`src/rtl/riscv_pkg.sv`:
```
// RV32I shared definitions: base opcodes and immediate formats.
// Used by decode, writeback and hazard logic.
package riscv_pkg;

  localparam logic [6:0] OPC_LUI      = 7'b0110111;
  localparam logic [6:0] OPC_AUIPC    = 7'b0010111;
  localparam logic [6:0] OPC_JAL      = 7'b1101111;
  localparam logic [6:0] OPC_JALR     = 7'b1100111;
  localparam logic [6:0] OPC_BRANCH   = 7'b1100011;
  localparam logic [6:0] OPC_LOAD     = 7'b0000011;
  localparam logic [6:0] OPC_STORE    = 7'b0100011;
  localparam logic [6:0] OPC_OP_IMM   = 7'b0010011;
  localparam logic [6:0] OPC_OP       = 7'b0110011;
  localparam logic [6:0] OPC_MISC_MEM = 7'b0001111;
  localparam logic [6:0] OPC_SYSTEM   = 7'b1110011;

  typedef enum logic [2:0] {
    IMM_I,
    IMM_S,
    IMM_B,
    IMM_U,
    IMM_J,
    IMM_NONE
  } imm_fmt_e;

endpackage

```
`src/rtl/decode_stage_imm_gen.sv`:
```
// Combinational immediate generator: classifies the opcode and builds the
// sign-extended immediate; unknown opcodes are flagged illegal with imm 0.
module imm_gen
  import riscv_pkg::*;
(
  input  logic [31:0] insn,
  output logic [31:0] imm,
  output imm_fmt_e    fmt,
  output logic        illegal
);

  logic [6:0] opcode;
  assign opcode = insn[6:0];

  always_comb begin
    fmt     = IMM_NONE;
    illegal = 1'b0;
    case (opcode)
      OPC_LOAD, OPC_OP_IMM, OPC_JALR, OPC_SYSTEM: fmt = IMM_I;
      OPC_STORE:                                  fmt = IMM_S;
      OPC_BRANCH:                                 fmt = IMM_B;
      OPC_LUI, OPC_AUIPC:                         fmt = IMM_U;
      OPC_JAL:                                    fmt = IMM_J;
      OPC_OP, OPC_MISC_MEM:                       fmt = IMM_NONE;
      default:                                    illegal = 1'b1;
    endcase
  end

  always_comb begin
    imm = '0;
    case (fmt)
      IMM_I: imm = {{20{insn[31]}}, insn[31:20]};
      IMM_S: imm = {{20{insn[31]}}, insn[31:25], insn[11:7]};
      IMM_B: imm = {{19{insn[31]}}, insn[31], insn[7], insn[30:25], insn[11:8], 1'b0};
      IMM_U: imm = {insn[31:12], 12'b0};
      IMM_J: imm = {{11{insn[31]}}, insn[31], insn[19:12], insn[20], insn[30:21], 1'b0};
      default: imm = '0;
    endcase
  end

endmodule

```
`src/rtl/decode_stage.sv`:
```
// RV32I decode stage: registered decode bundle over valid/ready, register file
// address mux, and same-edge writeback bypass into the operand data.
module decode_stage
  import riscv_pkg::*;
#(
  parameter int XLEN      = 32,
  parameter bit BYPASS_EN = 1'b1
) (
  input  logic            clock,
  input  logic            reset,
  input  logic            in_valid,
  output logic            in_ready,
  input  logic [XLEN-1:0] in_pc,
  input  logic [31:0]     in_insn,
  input  logic            flush,
  output logic [4:0]      rf_addr_rs1,
  output logic [4:0]      rf_addr_rs2,
  input  logic [XLEN-1:0] rf_data_rs1,
  input  logic [XLEN-1:0] rf_data_rs2,
  input  logic            wb_write_enable,
  input  logic [4:0]      wb_addr_rd,
  input  logic [XLEN-1:0] wb_data_rd,
  output logic            out_valid,
  input  logic            out_ready,
  output logic [XLEN-1:0] out_pc,
  output logic [31:0]     out_insn,
  output logic [4:0]      out_rd,
  output logic [2:0]      out_funct3,
  output logic            out_funct7_b5,
  output logic [XLEN-1:0] out_imm,
  output logic [XLEN-1:0] out_rs1_data,
  output logic [XLEN-1:0] out_rs2_data,
  output logic            out_illegal
);

  logic        accept;
  logic [31:0] dec_imm;
  imm_fmt_e    dec_fmt;
  logic        dec_illegal;
  logic        hit_rs1, hit_rs2;
  logic [XLEN-1:0] byp_rs1, byp_rs2;

  imm_gen u_imm_gen (
    .insn    (in_insn),
    .imm     (dec_imm),
    .fmt     (dec_fmt),
    .illegal (dec_illegal)
  );

  assign in_ready = !out_valid || out_ready;
  assign accept   = in_valid && in_ready;

  // Re-read the held sources every cycle so the register file keeps them fresh.
  assign rf_addr_rs1 = accept ? in_insn[19:15] : out_insn[19:15];
  assign rf_addr_rs2 = accept ? in_insn[24:20] : out_insn[24:20];

  always_ff @(posedge clock) begin
    if (reset) begin
      out_valid     <= 1'b0;
      out_pc        <= '0;
      out_insn      <= '0;
      out_rd        <= '0;
      out_funct3    <= '0;
      out_funct7_b5 <= 1'b0;
      out_imm       <= '0;
      out_illegal   <= 1'b0;
    end else if (flush) begin
      out_valid <= 1'b0;
    end else if (accept) begin
      out_valid     <= 1'b1;
      out_pc        <= in_pc;
      out_insn      <= in_insn;
      out_rd        <= (dec_fmt == IMM_S || dec_fmt == IMM_B) ? 5'd0 : in_insn[11:7];
      out_funct3    <= in_insn[14:12];
      out_funct7_b5 <= in_insn[30];
      out_imm       <= dec_imm;
      out_illegal   <= dec_illegal;
    end else if (out_valid && out_ready) begin
      out_valid <= 1'b0;
    end
  end

  // The register file returns the pre-write value for a same-edge write; catch it here.
  always_ff @(posedge clock) begin
    if (reset) begin
      hit_rs1 <= 1'b0;
      hit_rs2 <= 1'b0;
      byp_rs1 <= '0;
      byp_rs2 <= '0;
    end else begin
      hit_rs1 <= wb_write_enable && (wb_addr_rd != 5'd0) && (wb_addr_rd == rf_addr_rs1);
      hit_rs2 <= wb_write_enable && (wb_addr_rd != 5'd0) && (wb_addr_rd == rf_addr_rs2);
      byp_rs1 <= wb_data_rd;
      byp_rs2 <= wb_data_rd;
    end
  end

  assign out_rs1_data = (BYPASS_EN && hit_rs1) ? byp_rs1 : rf_data_rs1;
  assign out_rs2_data = (BYPASS_EN && hit_rs2) ? byp_rs2 : rf_data_rs2;

endmodule

```
`config.mk`:
```
export PLATFORM = sky130hd
export DESIGN_NAME = decode_stage
export DESIGN_NICKNAME = d
export VERILOG_FILES = /design/src/rtl/riscv_pkg.sv /design/src/rtl/decode_stage_imm_gen.sv /design/src/rtl/decode_stage.sv
export SDC_FILE = /design/constraint.sdc
export NUM_CORES = 1
export LEC_CHECK = 0
export CORE_AREA = 2 2 136 138
export CTS_CLUSTER_SIZE = 25
export DETAILED_ROUTE_END_ITERATION = 7
export DIE_AREA = 0 0 138 140
export HOLD_SLACK_MARGIN = 0.15
export PLACE_DENSITY = 0.78
export SYNTH_ARGS = -nofsm -noshare
export SYNTH_HDL_FRONTEND = slang
export SYNTH_SLANG_ARGS = --single-unit
```
`constraint.sdc`:
```
create_clock -name clock -period 2.05 [get_ports clock]
set_input_delay 0.3075 -clock clock [delete_from_list [all_inputs] [get_ports clock]]
set_output_delay 0.3075 -clock clock [all_outputs]
set_load 0.05 [all_outputs]
```
==> parameters.txt, run 1 <==
Parameter                              Value

Status
  Result of the run    complete, but fails checks
  Violations in the final reports    negative setup slack

Placed design
  Count of input and output buffers    352
  Post-placement cell area    10600 um2
  Placer Congestion    0.8786
  Placed cells    1230
  HPWL after detailed placement    18620 um

Drt
  Number of vias per cell    4.942
  DR WL/cell    18.67 um
  Number of vias after detailed routing    6316
  Drt initial violations    298
  Final antenna-violating net count    0
  DRT Wirelength    23860 um
  First-pass iteration count of the detailed router    5
  DRC errors left    0

Logic synthesis
  Number of warnings reported in the yosys synthesis log    0
  Most numerous cell in the Yosys netlist    nand2_1
  Post-Synthesis Cell Area    5922 um2
  Flip-flop and latch count after synthesis    137
  Net count after synthesis    821
  Post-synth ARST share    0%
  Count of unique library cells instantiated by Yosys    48
  Main flop type after synthesis    dfxtp_1
  Area share of the largest cell type after synthesis    46.31%
  Share of the yosys chip area belonging to registers    46.31%
  Largest area contributor in the synthesized netlist    dfxtp_1
  Post-Syn Instances    650
  Avg Synthesized Cell Area    9.111 um2
  Number of synthesized flops with an enable pin    0
  Post-synth top cells    141 x nand2_1, 137 x dfxtp_1, 90 x a21oi_1
  Ranking of synthesized cells by area    dfxtp_1 46%, mux2_2 14%, nand2_1 8.9%

STA
  F_max    476.1 MHz
  Slack of the critical path    -50.56 ps
  Post-layout min period    2101 ps
  Setup_tns    -217.2 ps
  Final number of setup-violating endpoints    10
  Final count of hold timing violations    0
  Least-Margin Pin Slew    755.6 ps
  Post-route clock skew    11.23 ps
  Max-slew violation total from the final report    0
  Post-route clock period utilization    102.5%
  RSZ-0062 raised after global routing    yes
  Slew HR    49.63%

Setup path
  Critical path endpoint category    output pin
  Nature of the critical path startpoint    flop
  Worst r2r dst    out_pc[31]
  Worst Setup EP    rf_addr_rs2[1]
  Cell count of the worst reg-to-reg path    10
  Required time of the worst setup path    1740 ps
  Reg-to-reg setup timing slack    120 ps
  Reg-to-reg critical path startpoint    out_valid
  Peak fanout along the critical path    6
  Crit path from    out_valid
  Arr. time, crit path    1790 ps
  Worst setup path category    flop to output pin

CTS
  Maximum root-to-sink buffer count    2
  Clock network latency to the later pin of the worst-skew pair    410 ps
  Root buffer cell    clkbuf_16
  Clock-pin slew reported for the worst setup and hold paths after clock tree synthesis    60 ps
  Post-CTS Hold Buffers    0
  CTS Sinks    137
  Total number of H-tree levels    4
  TritonCTS clock tree    done
  Number of buffers added by the clock tree synthesis step    17

Finish
  Final instance area    11410 um2
  Post-synthesis to final-layout area growth    92.69%
  Fillers    1420
  Number of standard cells in the layout, taps in and fillers out    1278
  Final #Nets    1202
  Share of cells above drive strength 1    24.71%

Global route
  Congestion Overflow GR    0
  All-Layer GR Usage    23.90%
  Initial antenna violation count    5
  Global-route wire length before repair    35850 um
  Maximum number of pins on one net before global-route repair    71
  Via count of the first global-routing pass    6375

Floorplanning
  Total core area    17780 um2
  Die outline area    19320 um2
  Width of the die    138 um
  Initial standard-cell utilization of the core    33.31%
  Count of pins on the block boundary    353
  Number of core rows    49
  Height of the die    140 um

Power
  Worst-case vdd ir drop    0.0005526 V
  Static leakage    4.365 nW
  Areal power density over the cells    700.9 nW/um2
  Final total power    7.998 mW

Job
  Max cap viols    0

Hold path
  Worst hold-check path type    input port to flop
==> metal layers <==
| layer | track usage, % | up-vias | part of all wire, % |
|---|---|---|---|
| met5 | 0 | - | 0 |
| met4 | 9.506 | 0 | 2.9 |
| met3 | 7.624 | 45 | 7.7 |
| met2 | 42.21 | 291 | 51 |
| met1 | 26.81 | 2971 | 38 |
| li1 | - | 3009 | - |
==> cell usage in the layout (no fill, tap or decap), drive strengths merged, types with 2 or more instances in the layout <==
master,netlist,final
mux2,74,74
o2bb2ai,15,15
a31oi,5,5
nor4,3,3
nand4,5,5
clkdlybuf4s50,0,273
nand3,9,9
xnor2,4,4
a22oi,21,21
nor2b,35,35
a211o,2,2
nor3b,4,4
buf,23,140
nor2,14,14
a211oi,2,2
clkbuf,30,25
nand2,142,143
clkinvlp,0,3
bufinv,0,3
diode,0,5
a21oi,91,91
clkinv,0,2
xor2,9,9
o21ai,2,2
nand2b,2,2
a221oi,2,2
or4,2,2
dfxtp,137,137
inv,6,5
==> cells by family after synthesis <==
group                  after synthesis  synth area share (%)
AO/OA/AOI/OAI                      144                 15.23
AND/OR/NAND/NOR                    222                 17.56
XOR/XNOR                            13                 1.923
multiplexers                        75                 14.24
buffers and inverters               59                 4.732
flip-flops                         137                 46.31
==> through the flow <==
step	utilization, %	setup WS, ps	hold slack, ps
after floorplan	-	16.83	370.5
after global placement	59.64	-82.12	440.2
after detailed placement	59.64	-146.0	446.4
after CTS	64.03	-39.53	177.8
after global routing	64.18	-130.4	185.7
final	64.18	-50.56	190.2
==> sequential cells by signal, summed over array words and instances, names as in the netlist <==
name	cells
out_imm	32
hit_rs2	1
out_insn	32
out_pc	32
hit_rs1	1
out_illegal	1
byp_rs2	32
out_valid	1
out_rd	5
==> report_power, final <==
group          total [mW]  switching [mW]  internal [mW]
logic                2.03            1.06          0.969
clock network        3.15            1.11           2.04
registers            2.82          0.0589           2.77
==> area by class of cell <==
cell class              count  area (um2)  share of cell area, %
clock buffers              25       495.5                  4.342
inverters                   6       26.28                 0.2303
multi-input cells         455        2972                  26.04
clock inverters             7       115.1                  1.009
diodes                      5       12.51                 0.1096
repair buffers            414        4757                  41.69
flip-flops and latches    137        2746                  24.07
well taps                 229       286.5                  2.511
==> timing repair <==
item	in CTS	in global routing
endpoints found under the hold margin	0	0
endpoints found under the setup margin	10	11
gates cloned	1	0
pin swaps	2	1
resized for setup	23	2
setup buffers	9	1
==> how the worst min path moves through the flow <==
stage,slack (ps),depth (start not counted),end,startpoint
2_1_floorplan,370,1,out_valid,flush
3_3_place_gp,440,2,out_rd[2],out_rd[2]
3_5_place_dp,450,2,out_pc[19],out_pc[19]
4_1_cts,180,2,out_insn[18],reset
5_1_grt,190,2,out_insn[17],reset
6_report,190,2,out_insn[17],reset
==> critical path, stage by stage, from the launching register on <==
cell and delay (ps):
dfxtp_4 340, nor2b_4 170, clkinvlp_4 200, nand2_4 170
mux2_4 330, buf_8 160
Note: power is estimated with default switching activity, not from simulation.
==> run 2: changes to the inputs <==
--- a/config.mk
+++ b/config.mk
@@ -5,6 +5,7 @@
 export SDC_FILE = /design/constraint.sdc
 export NUM_CORES = 1
 export LEC_CHECK = 0
+export CAP_MARGIN = 0
 export CORE_AREA = 2 2 136 138
 export CTS_CLUSTER_SIZE = 25
 export DETAILED_ROUTE_END_ITERATION = 7
==> results of run 2 <==
No change in the layout: final DEF, timing and power equal those of run 1.
==> run 3: changes to the inputs <==
--- a/config.mk
+++ b/config.mk
@@ -5,12 +5,12 @@
 export SDC_FILE = /design/constraint.sdc
 export NUM_CORES = 1
 export LEC_CHECK = 0
+export ABC_CLOCK_PERIOD_IN_PS = 2050
 export CAP_MARGIN = 0
 export CORE_AREA = 2 2 136 138
 export CTS_CLUSTER_SIZE = 25
 export DETAILED_ROUTE_END_ITERATION = 7
 export DIE_AREA = 0 0 138 140
-export HOLD_SLACK_MARGIN = 0.15
 export PLACE_DENSITY = 0.78
 export SYNTH_ARGS = -nofsm -noshare
 export SYNTH_HDL_FRONTEND = slang
==> results of run 3 <==
No change in the layout: final DEF, timing and power equal those of run 1.
